$ cat config.mk
export PLATFORM = sky130hd
export DESIGN_NAME = axi_mem_port_arb
export DESIGN_NICKNAME = d
export VERILOG_FILES = /design/src/rtl/axi_mem_port_arb.sv
export SDC_FILE = /design/constraint.sdc
export NUM_CORES = 1
export LEC_CHECK = 0
export ABC_AREA = 1
export ABC_CLOCK_PERIOD_IN_PS = 950
export BUFFER_PORTS_ARGS = -buffer_cell sky130_fd_sc_hd__buf_2
export CORE_AREA = 3 3 125 127
export CTS_CLUSTER_DIAMETER = 50
export CTS_CLUSTER_SIZE = 24
export DETAILED_ROUTE_END_ITERATION = 16
export DIE_AREA = 0 0 128 130
export PLACE_DENSITY_LB_ADDON = 0.25
export SETUP_SLACK_MARGIN = 0.4
export SYNTH_ARGS = -nofsm -noshare
export SYNTH_HDL_FRONTEND = slang
export SYNTH_SLANG_ARGS = --single-unit
$ cat constraint.sdc
create_clock -name clk -period 0.95 [get_ports clk]
set_input_delay 0.095 -clock clk [delete_from_list [all_inputs] [get_ports clk]]
set_output_delay 0.095 -clock clk [all_outputs]
set_load 0.03 [all_outputs]
$ cat src/rtl/axi_mem_port_arb.sv
// Two-way arbiter muxing a write controller and a read controller onto one single-port SRAM.
// Define AXI_MEM_ARB_RR_EN for round-robin arbitration; the default build is fixed write priority.
module axi_mem_port_arb #(
  parameter int unsigned MEM_ADDR_WIDTH = 13,
  parameter int unsigned DATA_WIDTH     = 64,
  parameter int unsigned NUMBYTES       = DATA_WIDTH / 8
) (
  input  logic                      clk,
  input  logic                      rst_n,
  input  logic                      wr_valid_i,
  output logic                      wr_grant_o,
  input  logic                      wr_cen_i,
  input  logic                      wr_wen_i,
  input  logic [MEM_ADDR_WIDTH-1:0] wr_a_i,
  input  logic [DATA_WIDTH-1:0]     wr_d_i,
  input  logic [NUMBYTES-1:0]       wr_be_i,
  input  logic                      rd_valid_i,
  output logic                      rd_grant_o,
  input  logic                      rd_cen_i,
  input  logic [MEM_ADDR_WIDTH-1:0] rd_a_i,
  output logic [DATA_WIDTH-1:0]     rd_q_o,
  output logic                      rd_rvalid_o,
  output logic                      mem_cen_o,
  output logic                      mem_wen_o,
  output logic [MEM_ADDR_WIDTH-1:0] mem_a_o,
  output logic [DATA_WIDTH-1:0]     mem_d_o,
  output logic [NUMBYTES-1:0]       mem_be_o,
  input  logic [DATA_WIDTH-1:0]     mem_q_i
);

  logic                  wr_win_c;
  logic                  rd_issue_c;
  logic [DATA_WIDTH-1:0] q_hold;

  // The write port always drives a write cycle, so its own WEN is not needed.
  logic                  unused_wr_wen;
  assign unused_wr_wen = wr_wen_i;

`ifdef AXI_MEM_ARB_RR_EN
  logic wr_issue_c;
  logic last_wr;

  assign wr_issue_c = wr_grant_o & ~wr_cen_i;

  // Last-served flop; moves only when an access actually reaches the SRAM.
  always_ff @(posedge clk or negedge rst_n) begin
    if (!rst_n) begin
      last_wr <= 1'b1;
    end else if (wr_issue_c) begin
      last_wr <= 1'b1;
    end else if (rd_issue_c) begin
      last_wr <= 1'b0;
    end
  end

  assign wr_win_c = ~last_wr;
`else
  assign wr_win_c = 1'b1;
`endif

  // Conflict resolution: write wins only when wr_win_c says so.
  assign wr_grant_o = wr_valid_i & (~rd_valid_i | wr_win_c);
  assign rd_grant_o = rd_valid_i & ~wr_grant_o;
  assign rd_issue_c = rd_grant_o & ~rd_cen_i;

  // SRAM port mux; idle state parks the macro deselected with zeroed buses.
  always_comb begin
    mem_cen_o = 1'b1;
    mem_wen_o = 1'b1;
    mem_a_o   = '0;
    mem_d_o   = '0;
    mem_be_o  = '0;
    if (wr_grant_o) begin
      mem_cen_o = wr_cen_i;
      mem_wen_o = 1'b0;
      mem_a_o   = wr_a_i;
      mem_d_o   = wr_d_i;
      mem_be_o  = wr_be_i;
    end else if (rd_grant_o) begin
      mem_cen_o = rd_cen_i;
      mem_wen_o = 1'b1;
      mem_a_o   = rd_a_i;
      mem_be_o  = '1;
    end
  end

  // Read data arrives one cycle after issue.
  always_ff @(posedge clk or negedge rst_n) begin
    if (!rst_n) begin
      rd_rvalid_o <= 1'b0;
    end else begin
      rd_rvalid_o <= rd_issue_c;
    end
  end

  always_ff @(posedge clk or negedge rst_n) begin
    if (!rst_n) begin
      q_hold <= '0;
    end else if (rd_rvalid_o) begin
      q_hold <= mem_q_i;
    end
  end

  assign rd_q_o = rd_rvalid_o ? mem_q_i : q_hold;

endmodule

# Word level (Yosys, flattened, before mapping)
# Index checks and enable logic that the tools add are counted.
# word_totals
wordCells,15
latch_bits,0
output_inout_bits,154
register_bits,65
mem_bits_ro,0
ramBits,0
memories,0
in_bits,169
# classes
order_cmp,0
n_addsub,0
reduce_logical,0
div,0
eq_ne,0
n_bitwise,4
multipliers,0
shift,0
muxes,9
# op_table
cell,n
$mux 64,2
$mux 13,2
$mux 8,2
$mux 1,3
$and 1x1->1,2
$not 1->1,2

# Depth between registers and ports, before layout
# logic_depth
word_depth,4
ltp_mapped,5

# Worst setup path after synthesis
# OpenSTA, ideal clock, no wires.
# synth_timing
kind,register to register
from,register rd_rvalid_o
to,register q_hold[56]
synth_period_minus_slack_ns,1.784
n_path_buf,2
setup_slack_ns,-0.834
stages_incl_launch_ff,4
arrival_ns,1.577
cell_sequence,dfrtp_1 > buf_6 > buf_4 > o21ai_0
# synth_via
elab_chain_len,1
# synth_rtl
element,line_no,text
"start, declared",22,"output logic rd_rvalid_o,"
"start signal, assigned",92,rd_rvalid_o <= rd_issue_c;
$mux 64,n/a,
net rd_q_o[56],21,"output logic [DATA_WIDTH-1:0] rd_q_o,"
"end signal, assigned",100,q_hold <= mem_q_i;
"end, declared",33,logic [DATA_WIDTH-1:0] q_hold;
# The timed path passes the listed nets, and every way through them passes these cells.

# Final worst setup path
# layout_timing
from,register rd_rvalid_o
to,output rd_q_o[31]
# layout_via
elab_chain_len,1
# layout_rtl
element,line_no
$mux 64,n/a
"end, declared",21
# No other way between the ends.

==> run_results.csv <==
group,metric,value,unit
logic_synthesis,async_flop_share,1.00,
sta,whs,-236,ps
detailed_routing,postRouteAntennaNets,0,
logic_synthesis,synth_common_cells,"nand2_1, inv_1, dfrtp_1",
logic_synthesis,synth_enable_flop_cells,0,
placed_design,hpwl,11100,um
clock_tree,cts_tree,"built",
clock_tree,htree_levels,3,
global_routing,antenna_found_initial,6,
power,power_density,1360,nW/um2
floorplanning,rows,44,
power,seqPwrFrac,0.253,
power,swShare,0.381,
placed_design,routabilityCongestion,0.834,
layout,area_delta_synth_final,189,%
global_routing,grt_pass1_wl,24200,um
sta,finalHoldViolCount,66,
critical_path,cp.arrival,1500,ps
detailed_routing,drc,0,
floorplanning,die_h,130,um
clock_tree,numCtsBuffers,9,
sta,slew_violations,0,
power,p_comb_frac,0.514,
clock_tree,cts_buffer_depth,2,
sta,setup_violations,129,
sta,rsz0062_at_grt,"yes",
logic_synthesis,synthCells,474,
sta,fin_crit,1590,ps
sta,max_freq,0.628,GHz
critical_path,crit_path_max_fanout,10,
floorplanning,initial_utilization,0.232,
critical_path,worst-path-buf-inv,3,
global_routing,use_met2,0.339,
global_routing,first_global_vias,4673,
detailed_routing,dr.pass1.iters,4,
detailed_routing,wl_per_cell,16.3,um
outcome,status,"finished with violations",
global_routing,gr-usage-all-layers,0.186,
critical_path,end_kind,"output port",
power,ir_worst_vdd,844,uV
global_routing,top_usage_layer,"met2",
sta,fin_worst_skew,8.06,ps
sta,worstMarginPinSlew,282,ps
placed_design,dp_cells,1005,
logic_synthesis,yosysUniqueCellTypes,14,
power,clockPowerShare,0.233,
floorplanning,core-area,14500,um2
placed_design,dp_slack,-420,ps
logic_synthesis,ys.flop_type,"dfrtp_1",
layout,fillers,1023,
logic_synthesis,synth_most_common_cell,"nand2_1",
logic_synthesis,syn_nets,643,
logic_synthesis,ys_warn_count,0,
critical_path,path_depth,4,
layout,final_nets,1031,
critical_path,crit_start,"rd_rvalid_o$_DFF_PN0_",
sta,min_period_over_period,1.68,
logic_synthesis,yosys.area.top_type_share,0.483,
logic_synthesis,ys_seq_elements,65,
clock_tree,clockRootBuffer,"clkbuf_16",
critical_path,worst-r2r-cell-count,6,
logic_synthesis,synth-seq-area-share,0.483,
power,switchingPower,5040,uW
detailed_routing,wl,17200,um
layout,drive_gt1_frac,0.840,
floorplanning,die-area,16600,um2
floorplanning,die_w,128,um
critical_path,crit_required,850,ps
clock_tree,clkSinkCount,65,
logic_synthesis,yosysTopAreaCell,"dfrtp_1",
min_path,hp-class,"input pin to asynchronous set/reset pin",
critical_path,path_cells,"buf_12 -> buf_16 -> o21ai_4 -> buf_6",
global_routing,grtUsageMet3,0.0782,
critical_path,cp-start-kind,"register",
floorplanning,io_pins,323,
logic_synthesis,syn_area_per_cell,7.10,um2
logic_synthesis,synth.area.top_cells,"dfrtp_1, nand2_1, inv_1",
placed_design,io_buffers,321,
layout,finalNonFillerCells,1058,
critical_path,crit_type,"register to output port",
outcome,violations,"hold timing, setup timing",
global_routing,use_met1,0.192,
global_routing,grt-ovfl-total,0,
critical_path,cp_slowest_cell,"dfrtp_4",
sta,max-slew-margin-rel,0.812,
detailed_routing,vias,4487,
critical_path,max_stage_delay,510,ps
logic_synthesis,syn_area,3370,um2
critical_path,r2r-start,"rd_rvalid_o$_DFF_PN0_",
detailed_routing,routed_via_density,4.24,
clock_tree,clk_latency,330,ps
detailed_routing,first_iter_violations,111,
clock_tree,clk_pin_slew_worst_paths,60,ps
sta,setup_slack,-641,ps
critical_path,crit_family,"flip-flops",
global_routing,grt_max_degree,52,
power,power.internal,8170,uW
run,maxCapViolCount,0,
power,leakage,0.00499,uW
[flip-flops by register name, indices dropped and copies added, names as in the netlist]
signal	cells
rd_rvalid_o	1
q_hold	64
[timing repair]
item,in CTS,in global routing
setup endpoints to repair,219,218
cloned,10,4
resized for setup,418,102
hold endpoints to repair,91,69
setup buffers,8,8
pin swaps,32,30
[cells by family after synthesis]
| group | after synthesis | synth area share |
|---|---|---|
| flip-flops | 65 | 0.483 |
| buffers and inverters | 157 | 0.203 |
| AO/OA/AOI/OAI | 65 | 0.101 |
| AND/OR/NAND/NOR | 187 | 0.213 |
[stage by stage]
step	utilization	power, uW	setup TNS (ps)	instance area, um2
6_report	0.669	13200	-53030	9720
3_3_place_gp	0.494	8450	-33490	7180
5_1_grt	0.669	13800	-58010	9720
2_1_floorplan	-	6880	-30180	5150
3_5_place_dp	0.494	8490	-35810	7180
4_1_cts	0.629	13000	-51110	9140
[cell type report]
type / instances / area (um2) / share of cell area
antenna: 7 / 17.5 / 0.00180
clock buffer: 10 / 239 / 0.0246
clock inverter: 6 / 41.3 / 0.00425
inverter: 131 / 712 / 0.0732
multi-input combinational: 252 / 3020 / 0.311
sequential: 65 / 1630 / 0.168
tap: 184 / 230 / 0.0237
timing repair buffer: 402 / 3810 / 0.392
timing repair inverter: 1 / 16.3 / 0.00167
[placed cells by master, fill, tap and decap left out]
| cell type | netlist | layout |
|---|---|---|
| nand2_1 | 185 | 9 |
| nor2_8 | 1 | 1 |
| nand2_4 | 0 | 81 |
| buf_2 | 10 | 165 |
| inv_16 | 0 | 1 |
| nand2_2 | 0 | 66 |
| o21ai_4 | 0 | 64 |
| dfrtp_1 | 65 | 64 |
| nand2_8 | 0 | 29 |
| inv_2 | 1 | 17 |
| inv_4 | 0 | 15 |
| dfrtp_4 | 0 | 1 |
| inv_1 | 130 | 65 |
| buf_8 | 0 | 13 |
| clkinv_2 | 0 | 2 |
| diode_2 | 0 | 7 |
| inv_8 | 0 | 1 |
| o21bai_4 | 0 | 1 |
| buf_12 | 0 | 12 |
| inv_12 | 0 | 1 |
| clkinv_4 | 0 | 6 |
| buf_16 | 0 | 15 |
| nor2_1 | 1 | 1 |
| buf_6 | 9 | 161 |
| clkinvlp_4 | 0 | 4 |
| buf_4 | 2 | 33 |
| clkbuf_16 | 0 | 12 |
| inv_6 | 0 | 26 |
| clkbuf_8 | 0 | 1 |
[power by group through the flow]
stage                     Clock, uW  Combinational [uW]  Sequential, uW
after floorplan                   0                3520            3360
after global placement            0                5070            3380
after detailed placement          0                5100            3400
after CTS                      3180                6460            3340
after global routing           3290                7140            3390
final                          3080                6790            3350
[per-layer routing]
metal,wire [um],share of wire
met1,5580,0.32
met2,9580,0.56
met3,1640,0.095
met4,401,0.023
met5,0,0
[worst paths after layout]
path | to | slack [ps]
setup reg to reg | q_hold[55]$_DFF_PN0_ | -440
setup / recovery | rd_q_o[31] | -640
hold / removal | q_hold[29]$_DFF_PN0_ | -240
max in group asynchronous | rd_rvalid_o$_DFF_PN0_ | 920
hold reg to reg | q_hold[57]$_DFF_PN0_ | 540
min in group clk | rd_rvalid_o$_DFF_PN0_ | -10
Power figures use the tool's default switching activity.
